<file path="config.mk">
export PLATFORM = sky130hd
export DESIGN_NAME = ddr_init_sequencer
export DESIGN_NICKNAME = d
export VERILOG_FILES = /design/src/rtl/ddr_pkg.sv /design/src/rtl/ddr_init_timer.sv /design/src/rtl/ddr_init_sequencer.sv
export SDC_FILE = /design/constraint.sdc
export NUM_CORES = 1
export LEC_CHECK = 0
export ABC_AREA = 1
export BUFFER_PORTS_ARGS = -buffer_cell sky130_fd_sc_hd__buf_2
export CAP_MARGIN = 10
export CORE_MARGIN = 2
export CORE_UTILIZATION = 53
export DETAILED_ROUTE_END_ITERATION = 8
export PLACE_DENSITY = 0.76
export SYNTH_ARGS = -nofsm -noshare
export SYNTH_HDL_FRONTEND = slang
export SYNTH_HIERARCHICAL = 1
export SYNTH_SLANG_ARGS = --single-unit
export TNS_END_PERCENT = 5
</file>
<file path="constraint.sdc">
create_clock -name clk -period 3 [get_ports clk]
set_input_delay 0.6 -clock clk [delete_from_list [all_inputs] [get_ports clk]]
set_output_delay 0.6 -clock clk [all_outputs]
set_load 0.01 [all_outputs]
</file>
<file path="src/rtl/ddr_pkg.sv">
// Shared constants and state encoding for the DDR power-up init sequencer.
package ddr_pkg;

  // {cs_n, ras_n, cas_n, we_n}
  localparam logic [3:0] CMD_DESELECT = 4'b1111;
  localparam logic [3:0] CMD_NOP      = 4'b0111;
  localparam logic [3:0] CMD_PRE      = 4'b0010;
  localparam logic [3:0] CMD_LMR      = 4'b0000;
  localparam logic [3:0] CMD_AREF     = 4'b0001;

  localparam logic [1:0]  BA_MR        = 2'b00;
  localparam logic [1:0]  BA_EMR       = 2'b01;
  localparam logic [12:0] ADDR_PRE_ALL = 13'h0400;
  localparam logic [12:0] MR_DLL_RESET = 13'h0100;

  // Sequence order matters: the FSM advances by incrementing the encoding.
  typedef enum logic [3:0] {
    ST_IDLE, ST_POWERUP, ST_CKE, ST_PRE1, ST_EMR, ST_MR1,
    ST_PRE2, ST_REF1, ST_REF2, ST_MR2, ST_SETTLE, ST_DONE
  } state_e;

endpackage

</file>
<file path="src/rtl/ddr_init_timer.sv">
// 16-bit loadable down-counter that holds at zero; paces the init sequence.
module ddr_init_timer (
  input  logic        clk_i,
  input  logic        rst_ni,
  input  logic        clr_i,
  input  logic        load_i,
  input  logic [15:0] value_i,
  output logic        zero_o
);

  logic [15:0] cnt_q;

  always_ff @(posedge clk_i or negedge rst_ni) begin
    if (!rst_ni)              cnt_q <= '0;
    else if (clr_i)           cnt_q <= '0;
    else if (load_i)          cnt_q <= value_i;
    else if (cnt_q != 16'd0)  cnt_q <= cnt_q - 16'd1;
  end

  assign zero_o = (cnt_q == 16'd0);

endmodule

</file>
<file path="src/rtl/ddr_init_sequencer.sv">
// JEDEC DDR power-up sequencer: waits for clock lock, walks CKE/PRE/LMR/AREF
// with per-step waits, then raises init_done. Lock loss restarts from IDLE.
module ddr_init_sequencer
  import ddr_pkg::*;
#(
  parameter int unsigned POWERUP_CYCLES = 20000,
  parameter int unsigned T_RP           = 3,
  parameter int unsigned T_MRD          = 2,
  parameter int unsigned T_RFC          = 8,
  parameter int unsigned DLL_CYCLES     = 200,
  parameter logic [12:0] MODE_REG       = 13'h021,
  parameter logic [12:0] EXT_MODE_REG   = 13'h000
) (
  input  logic        clk,
  input  logic        reset_n,
  input  logic        clk_ok,
  output logic        cke,
  output logic        cs_n,
  output logic        ras_n,
  output logic        cas_n,
  output logic        we_n,
  output logic [1:0]  ba,
  output logic [12:0] addr,
  output logic        init_done
);

  logic        sync1_q, ok_s_q;
  state_e      state_q, state_d;
  logic        cke_q, cke_d, done_q, done_d;
  logic [3:0]  cmd_q, cmd_d;
  logic [1:0]  ba_q, ba_d;
  logic [12:0] addr_q, addr_d;
  logic        entering, preinit, tmr_clr, tmr_zero;
  logic [15:0] tmr_val;

  // Time spent in a state before moving on.
  function automatic logic [15:0] wait_of(input state_e s);
    case (s)
      ST_POWERUP:                   return 16'(POWERUP_CYCLES);
      ST_CKE, ST_PRE1, ST_PRE2:     return 16'(T_RP);
      ST_EMR, ST_MR1, ST_MR2:       return 16'(T_MRD);
      ST_REF1, ST_REF2:             return 16'(T_RFC);
      ST_SETTLE:                    return 16'(DLL_CYCLES);
      default:                      return 16'd1;
    endcase
  endfunction

  ddr_init_timer u_timer (
    .clk_i   (clk),
    .rst_ni  (reset_n),
    .clr_i   (tmr_clr),
    .load_i  (entering),
    .value_i (tmr_val),
    .zero_o  (tmr_zero)
  );

  always_comb begin
    state_d  = state_q;
    entering = 1'b0;
    tmr_clr  = 1'b0;
    if (!ok_s_q) begin
      state_d = ST_IDLE;
      tmr_clr = 1'b1;
    end else begin
      case (state_q)
        ST_IDLE: begin
          state_d  = ST_POWERUP;
          entering = 1'b1;
        end
        ST_DONE: state_d = ST_DONE;
        default: if (tmr_zero) begin
          state_d  = state_e'(state_q + 4'd1);
          entering = 1'b1;
        end
      endcase
    end
    tmr_val = wait_of(state_d) - 16'd1;

    // Outputs are registered from the next state; commands fire only on entry.
    preinit = (state_d == ST_IDLE) || (state_d == ST_POWERUP);
    cke_d   = !preinit;
    cmd_d   = preinit ? CMD_DESELECT : CMD_NOP;
    ba_d    = 2'b00;
    addr_d  = 13'h0;
    done_d  = (state_d == ST_DONE);
    if (entering) begin
      case (state_d)
        ST_PRE1, ST_PRE2: begin
          cmd_d  = CMD_PRE;
          addr_d = ADDR_PRE_ALL;
        end
        ST_EMR: begin
          cmd_d  = CMD_LMR;
          ba_d   = BA_EMR;
          addr_d = EXT_MODE_REG;
        end
        ST_MR1: begin
          cmd_d  = CMD_LMR;
          ba_d   = BA_MR;
          addr_d = MODE_REG | MR_DLL_RESET;
        end
        ST_MR2: begin
          cmd_d  = CMD_LMR;
          ba_d   = BA_MR;
          addr_d = MODE_REG & ~MR_DLL_RESET;
        end
        ST_REF1, ST_REF2: cmd_d = CMD_AREF;
        default: ;
      endcase
    end
  end

  always_ff @(posedge clk or negedge reset_n) begin
    if (!reset_n) begin
      sync1_q <= 1'b0;
      ok_s_q  <= 1'b0;
      state_q <= ST_IDLE;
      cke_q   <= 1'b0;
      cmd_q   <= CMD_DESELECT;
      ba_q    <= 2'b00;
      addr_q  <= 13'h0;
      done_q  <= 1'b0;
    end else begin
      sync1_q <= clk_ok;
      ok_s_q  <= sync1_q;
      state_q <= state_d;
      cke_q   <= cke_d;
      cmd_q   <= cmd_d;
      ba_q    <= ba_d;
      addr_q  <= addr_d;
      done_q  <= done_d;
    end
  end

  assign cke       = cke_q;
  assign {cs_n, ras_n, cas_n, we_n} = cmd_q;
  assign ba        = ba_q;
  assign addr      = addr_q;
  assign init_done = done_q;

endmodule
</file>
==> impl_metrics.py, run 1 <==
metrics = {
    "outcome": {
        "status": "completed",
    },
    "layout": {
        "antenna_cells": 0,
        "fin_cells": 404,
        "multiInputGateArea_sq_um": 1334,
        "fin_nets": 360,
        "drive_above_1_share_pct": 30.11,
        "design_area_sq_um": 2728,
        "fill_cells": 373,
        "synthToLayoutAreaGrowth_pct": 15.96,
        "regArea_sq_um": 805.8,
        "final_util_pct": 63.08,
    },
    "routing": {
        "vias": 2037,
        "drtIter0Drc": 150,
        "drc": 0,
        "firstDrtPassIters": 5,
        "via_per_inst": 5.042,
        "wl_per_cell_microns": 12.55,
        "ant_nets": 0,
        "drt_wl_total_microns": 5070,
    },
    "clock_tree": {
        "clock-sinks": 32,
        "clockBufferDepth": 2,
        "clk_pin_slew_ns": 0.07,
        "cts_root_buffer": "clkbuf_8",
        "cts.htree.levels": 2,
        "clk_latency_ns": 0.29,
        "cts_tree": "yes",
        "hold_buffers": 0,
        "cts_buffers": 5,
    },
    "setup_path": {
        "rrSetupSlack_ns": 0.19,
        "start_kind": "flip-flop",
        "r2r_end": "u_timer/cnt_q[15]$_DFFE_PN0P_",
        "critical_path_class": "reg2reg",
        "r2r-start": "u_timer/cnt_q[1]$_DFFE_PN0P_",
        "worstPathRequired_ns": 3.17,
        "critPathCaptureType": "flip-flop",
        "endpoint": "u_timer/cnt_q[15]$_DFFE_PN0P_",
        "cp.arrival_ns": 2.98,
        "crit_fanout": 6,
        "r2r_cells": 21,
        "crit_start": "u_timer/cnt_q[1]$_DFFE_PN0P_",
    },
    "run": {
        "drv_cap": 0,
    },
    "floorplan": {
        "io_pins": 24,
        "start_util_pct": 54.40,
        "num_rows": 24,
        "core_area_sq_um": 4324,
        "dieArea_sq_um": 4987,
        "fp.dieW_microns": 70.62,
        "die_h_microns": 70.62,
    },
    "power": {
        "ir_drop_mv": 0.3980,
        "powerDensity_nw_per_um2": 950.7,
        "power_mw": 2.593,
        "p_leak_nw": 1.486,
    },
    "logic_synthesis": {
        "async_reset_ff_share_pct": 100.0,
        "yosys_warnings": 6,
        "synth-seq-cells": 32,
        "synth_area_leaders": "dfrtp_1, nand2_1, nor2_1, inv_1, nand3_1",
        "netlist_area_sq_um": 2352,
        "synth-main-ff-cell": "dfrtp_1",
        "ys_seq_area_share_pct": 34.26,
        "synth.top_cells.by_count": "nand2_1, nor2_1, inv_1",
        "synth_top_area_cell": "dfrtp_1",
        "synth_edf_count": 0,
        "avgSynthCellArea_sq_um": 7.539,
        "synth_cells": 312,
        "synthMostInstantiatedCell": "nand2_1",
        "synth_top_area_share_pct": 29.79,
        "yosysUniqueCellTypes": 38,
    },
    "timing": {
        "fin_setup_tns_ns": 0,
        "setup_viol": 0,
        "clock.fmax_mhz": 355.7,
        "finalClockSkew_ns": 0.009934,
        "whs_ns": 0.3533,
        "min_period_over_period_pct": 93.70,
        "fin_crit_ns": 2.811,
        "slew_viol_final": 0,
        "grt_setup_unrepaired": "yes",
        "worstMarginPinSlew_ns": 0.7240,
        "relSlewSlack_pct": 51.74,
        "final.setup.worst_slack_ns": 0.1890,
        "hold_viol_final": 0,
    },
    "min_path": {
        "hp-class": "reg2reg",
    },
    "place": {
        "place_congestion": 0.8871,
        "placed_area_sq_um": 2535,
        "place_ws_ns": -0.01776,
        "port_buffers": 13,
        "place_inst": 389,
        "hpwl_microns": 3762,
    },
    "global_routing": {
        "grt_start_max_net_pins": 33,
        "antenna_found_initial": 0,
        "grt_pass1_wl_microns": 8480,
        "grt_remaining_overflow": 0,
        "grtUsageTotal_pct": 21.34,
        "grt_pass1_vias": 1861,
    },
}
[sequential cells by signal (all words and copies together) (netlist names)]
name and flops:
init_done 1, cmd_q 4, u_timer/cnt_q 16, ok_s_q 1, cke 1, sync1_q 1
addr 3, state_q 4, ba 1
[layout by cell type (no fill, tap or decap), types with 7 or more instances in the layout]
cell,n
buf_4,23
nand2_1,68
o21ai_0,8
dfrtp_1,28
inv_1,34
nor2_1,39
nand3_1,24
nand2_2,11
inv_2,9
conb_1,12
nor2_4,7
buf_2,13
[report_power, final]
group / internal (mW) / switching (mW) / total (mW)
Clock: 0.246 / 0.164 / 0.411
Combinational: 0.597 / 0.926 / 1.52
Sequential: 0.549 / 0.110 / 0.659
[kinds of logic after synthesis]
family	Yosys count	share of synthesized area, %
buffers and inverters	61	12.07
other	1	0.1594
muxes	1	0.4255
AOI/OAI and AO/OA	29	7.873
and+or+nand+nor	181	41.65
DFF	32	34.26
xor gates and xnor gates	1	0.3724
adders and majority gates	6	3.191
[routing by layer]
layer | share of wire, % | global-route usage, %
met3 | 3.0 | 3.846
met5 | 0 | 0
met2 | 51 | 35.12
met4 | 2.0 | 7.547
met1 | 44 | 28.44
[repair_timing]
item | CTS | global route
setup buffers | 0 | 7
pin swaps | 0 | 7
resized for setup | 1 | 14
endpoints found under the setup margin | 1 | 10
[worst min path at each step]
stage                                  from                  to  slack (ns)  cells after the start
final                     sync1_q$_DFF_PN0_    ok_s_q$_DFF_PN0_        0.35                      0
after floorplan                     reset_n  addr[10]$_DFF_PN0_        0.30                      0
after detailed placement  sync1_q$_DFF_PN0_    ok_s_q$_DFF_PN0_        0.34                      0
after global routing      sync1_q$_DFF_PN0_    ok_s_q$_DFF_PN0_        0.37                      0
after global placement    sync1_q$_DFF_PN0_    ok_s_q$_DFF_PN0_        0.33                      0
after CTS                 sync1_q$_DFF_PN0_    ok_s_q$_DFF_PN0_        0.36                      0
[area by class of cell]
type,count,area share [%]
clock inverter,2,1.284
tap,52,2.385
clock buffer,6,2.661
sequential,32,29.54
timing repair buffer,36,8.716
multi-input combinational,230,48.90
inverter,46,6.514
[worst max-delay path, cell delays in order (launching register included)]
cell     delay, ns
dfrtp_1       0.40
inv_2         0.08
ha_4          0.14
nand3_4       0.11
nor2_8        0.14
nand4_4       0.11
inv_4         0.11
buf_4         0.12
nand3_1       0.10
nand3_4       0.11
nor2_8        0.05
inv_2         0.08
nand2_1       0.06
o22ai_1       0.21
a21oi_2       0.07
ha_2          0.19
buf_4         0.13
nand2_2       0.06
inv_1         0.03
or2_2         0.27
nand2_1       0.07
nor2_1        0.04
No activity file was read; power rests on OpenSTA's default activity.
==> run 2: changes to the inputs <==
--- a/config.mk
+++ b/config.mk
@@ -9,9 +9,9 @@
 export BUFFER_PORTS_ARGS = -buffer_cell sky130_fd_sc_hd__buf_2
 export CAP_MARGIN = 10
 export CORE_MARGIN = 2
-export CORE_UTILIZATION = 53
+export CORE_UTILIZATION = 59
 export DETAILED_ROUTE_END_ITERATION = 8
-export PLACE_DENSITY = 0.76
+export PLACE_DENSITY = 0.8
 export SYNTH_ARGS = -nofsm -noshare
 export SYNTH_HDL_FRONTEND = slang
 export SYNTH_HIERARCHICAL = 1
==> constraint.sdc (replaced) <==
create_clock -name clk -period 2.7 [get_ports clk]
set_input_delay 0.54 -clock clk [delete_from_list [all_inputs] [get_ports clk]]
set_output_delay 0.54 -clock clk [all_outputs]
set_load 0.01 [all_outputs]
==> run 2 against run 1 <==
  * The flow now finishes with violations (setup timing)
  * Clock power shrank 5.1%
  * First-iteration DRC count shrank 12%
  * Sequential power grew 11%
==> impl_metrics.py, run 2 (synthesized netlist as in run 1, its figures left out) <==
metrics = {
    "clock_tree": {
        "clk_pin_slew_ns": 0.07,
        "clock-sinks": 32,
        "cts.htree.levels": 2,
        "cts_buffers": 5,
        "clockBufferDepth": 2,
        "cts_tree": "yes",
        "cts_root_buffer": "clkbuf_8",
        "clk_latency_ns": 0.29,
    },
    "layout": {
        "synthToLayoutAreaGrowth_pct": 27.34,
        "fill_cells": 250,
        "largest_reg_flops": 16,
        "layout_common_cells": "nand2_1, nor2_1, buf_4",
        "drive_above_1_share_pct": 37.47,
        "multiInputGateArea_sq_um": 1455,
        "largest_register": "u_timer/cnt_q",
        "regArea_sq_um": 807.0,
        "design_area_sq_um": 2995,
        "fin_nets": 379,
        "antenna_cells": 0,
        "final_common_cell": "nand2_1",
        "fin_cells": 419,
        "largest_registers": "u_timer/cnt_q (16), cmd_q (4), state_q (4)",
    },
    "floorplan": {
        "num_rows": 22,
        "core_area_sq_um": 3744,
        "io_pins": 24,
        "start_util_pct": 62.83,
        "dieArea_sq_um": 4508,
        "fp.dieW_microns": 67.14,
        "die_h_microns": 67.14,
    },
    "routing": {
        "drtIter0Drc": 132,
        "wl_per_cell_microns": 15.71,
        "ant_nets": 0,
        "vias": 2264,
        "drc": 0,
        "via_per_inst": 5.403,
        "drt_wl_total_microns": 6584,
        "firstDrtPassIters": 4,
    },
    "setup_path": {
        "worstPathRequired_ns": 2.92,
        "critPathCaptureType": "flip-flop",
        "start_kind": "flip-flop",
        "crit_chain": "inv_2 -> ha_4 -> nand3_4 -> nor2_8 -> nand4_4 -> clkinv_4 -> inv_2 -> nand2_1 -> nand2_1 -> nand3_2 -> nand2_4 -> nor2_4 -> o22ai_4 -> a21oi_4 -> ha_4 -> ha_4 -> inv_2 -> nor2_1 -> o22ai_1 -> nor2_1",
        "critPathSlowestCell": "dfrtp_1",
        "cp.arrival_ns": 3.02,
        "max_stage_delay_ns": 0.39,
        "crit_fanout": 7,
        "critical_path_class": "reg2reg",
    },
    "run": {
        "drv_cap": 0,
    },
    "timing": {
        "min_period_over_period_pct": 103.5,
        "worstMarginPinSlew_ns": 0.7497,
        "finalClockSkew_ns": 0.003883,
        "whs_ns": 0.3130,
        "fin_setup_tns_ns": -0.4518,
        "fin_crit_ns": 2.795,
        "grt_setup_unrepaired": "yes",
        "hold_viol_final": 0,
        "relSlewSlack_pct": 50.02,
        "slew_viol_final": 0,
        "setup_viol": 10,
        "final.setup.worst_slack_ns": -0.09544,
        "clock.fmax_mhz": 357.7,
    },
    "global_routing": {
        "grt_start_max_net_pins": 33,
        "grt_pass1_vias": 2118,
        "grt_pass1_wl_microns": 9411,
        "grt_remaining_overflow": 0,
        "antenna_found_initial": 0,
        "grtUsageTotal_pct": 28.14,
    },
    "min_path": {
        "hp-class": "in2async",
    },
    "place": {
        "hpwl_microns": 3950,
        "port_buffers": 13,
        "placed_area_sq_um": 2646,
        "place_inst": 397,
        "place_congestion": 0.9280,
    },
    "power": {
        "power_mw": 3.094,
        "ir_drop_mv": 0.5622,
        "powerDensity_nw_per_um2": 1033,
        "p_leak_nw": 1.615,
    },
    "outcome": {
        "status": "finished with violations",
        "violations": "setup timing",
    },
}
==> run 2: cell count changes in the layout (fill, tap and decap cells not counted), moves of 4 or more <==
| cell | delta |
|---|---|
| buf_4 | +13 |
| buf_6 | +6 |
| nand2_4 | +4 |
| nand2_1 | -4 |
==> run 2: timing repair <==
item                                    in CTS  in global routing
endpoints found under the setup margin       8                 12
hold buffers                                 0                  0
pin swaps                                   10                 25
setup buffers                                7                  8
gates cloned                                 0                  0
gates resized for setup                     10                 31
==> run 2: area by class of cell <==
class | count | share of cell area, %
clock buffers | 8 | 3.008
inverters | 46 | 6.015
multi-input cells | 230 | 48.58
flip-flops and latches | 32 | 26.94
well taps | 48 | 2.005
repair buffers | 55 | 13.45
==> run 2: power by group <==
group | total, mW | switching [mW] | internal [mW]
Sequential | 0.731 | 0.119 | 0.612
Clock | 0.390 | 0.182 | 0.208
Combinational | 1.97 | 1.18 | 0.792
Total | 3.09 | 1.48 | 1.61
==> run 2: final timing paths <==
path,cells after the start,slack (ns),endpoint,start
worst max-delay path,20,-0.1,u_timer/cnt_q[8]$_DFFE_PN0P_,u_timer/cnt_q[0]$_DFFE_PN0P_
worst min-delay path,1,0.31,ok_s_q$_DFF_PN0_,reset_n
worst max register to register,20,-0.1,u_timer/cnt_q[8]$_DFFE_PN0P_,u_timer/cnt_q[0]$_DFFE_PN0P_
worst min register to register,0,0.35,ok_s_q$_DFF_PN0_,sync1_q$_DFF_PN0_
max in group asynchronous,1,1.87,u_timer/cnt_q[7]$_DFFE_PN0P_,reset_n
min in group clk,1,0.35,sync1_q$_DFF_PN0_,clk_ok
==> run 2: metrics by stage <==
step	worst slack (ns)	utilization [%]
after floorplan	0.001916	-
after global placement	-0.005636	70.69
after detailed placement	-0.1341	70.69
after CTS	0.005565	75.33
after global routing	-0.2529	80.01
final	-0.09544	80.01
==> run 2: critical path: cells and delay by family (launching register included) <==
family | cells | cell delay, ns
and+or+nand+nor | 10 | 1.18
adders and majority gates | 3 | 0.47
DFF | 1 | 0.39
AOI/OAI and AO/OA | 3 | 0.39
buffers and inverters | 4 | 0.29
==> run 2: per-layer routing <==
metal / part of all wire [%] / vias up / track usage (%)
met5: 0 / - / 0
met4: 4.2 / 0 / 13.01
met3: 4.9 / 24 / 4.667
met2: 52 / 78 / 50.87
met1: 39 / 1085 / 32.30
li1: - / 1077 / -
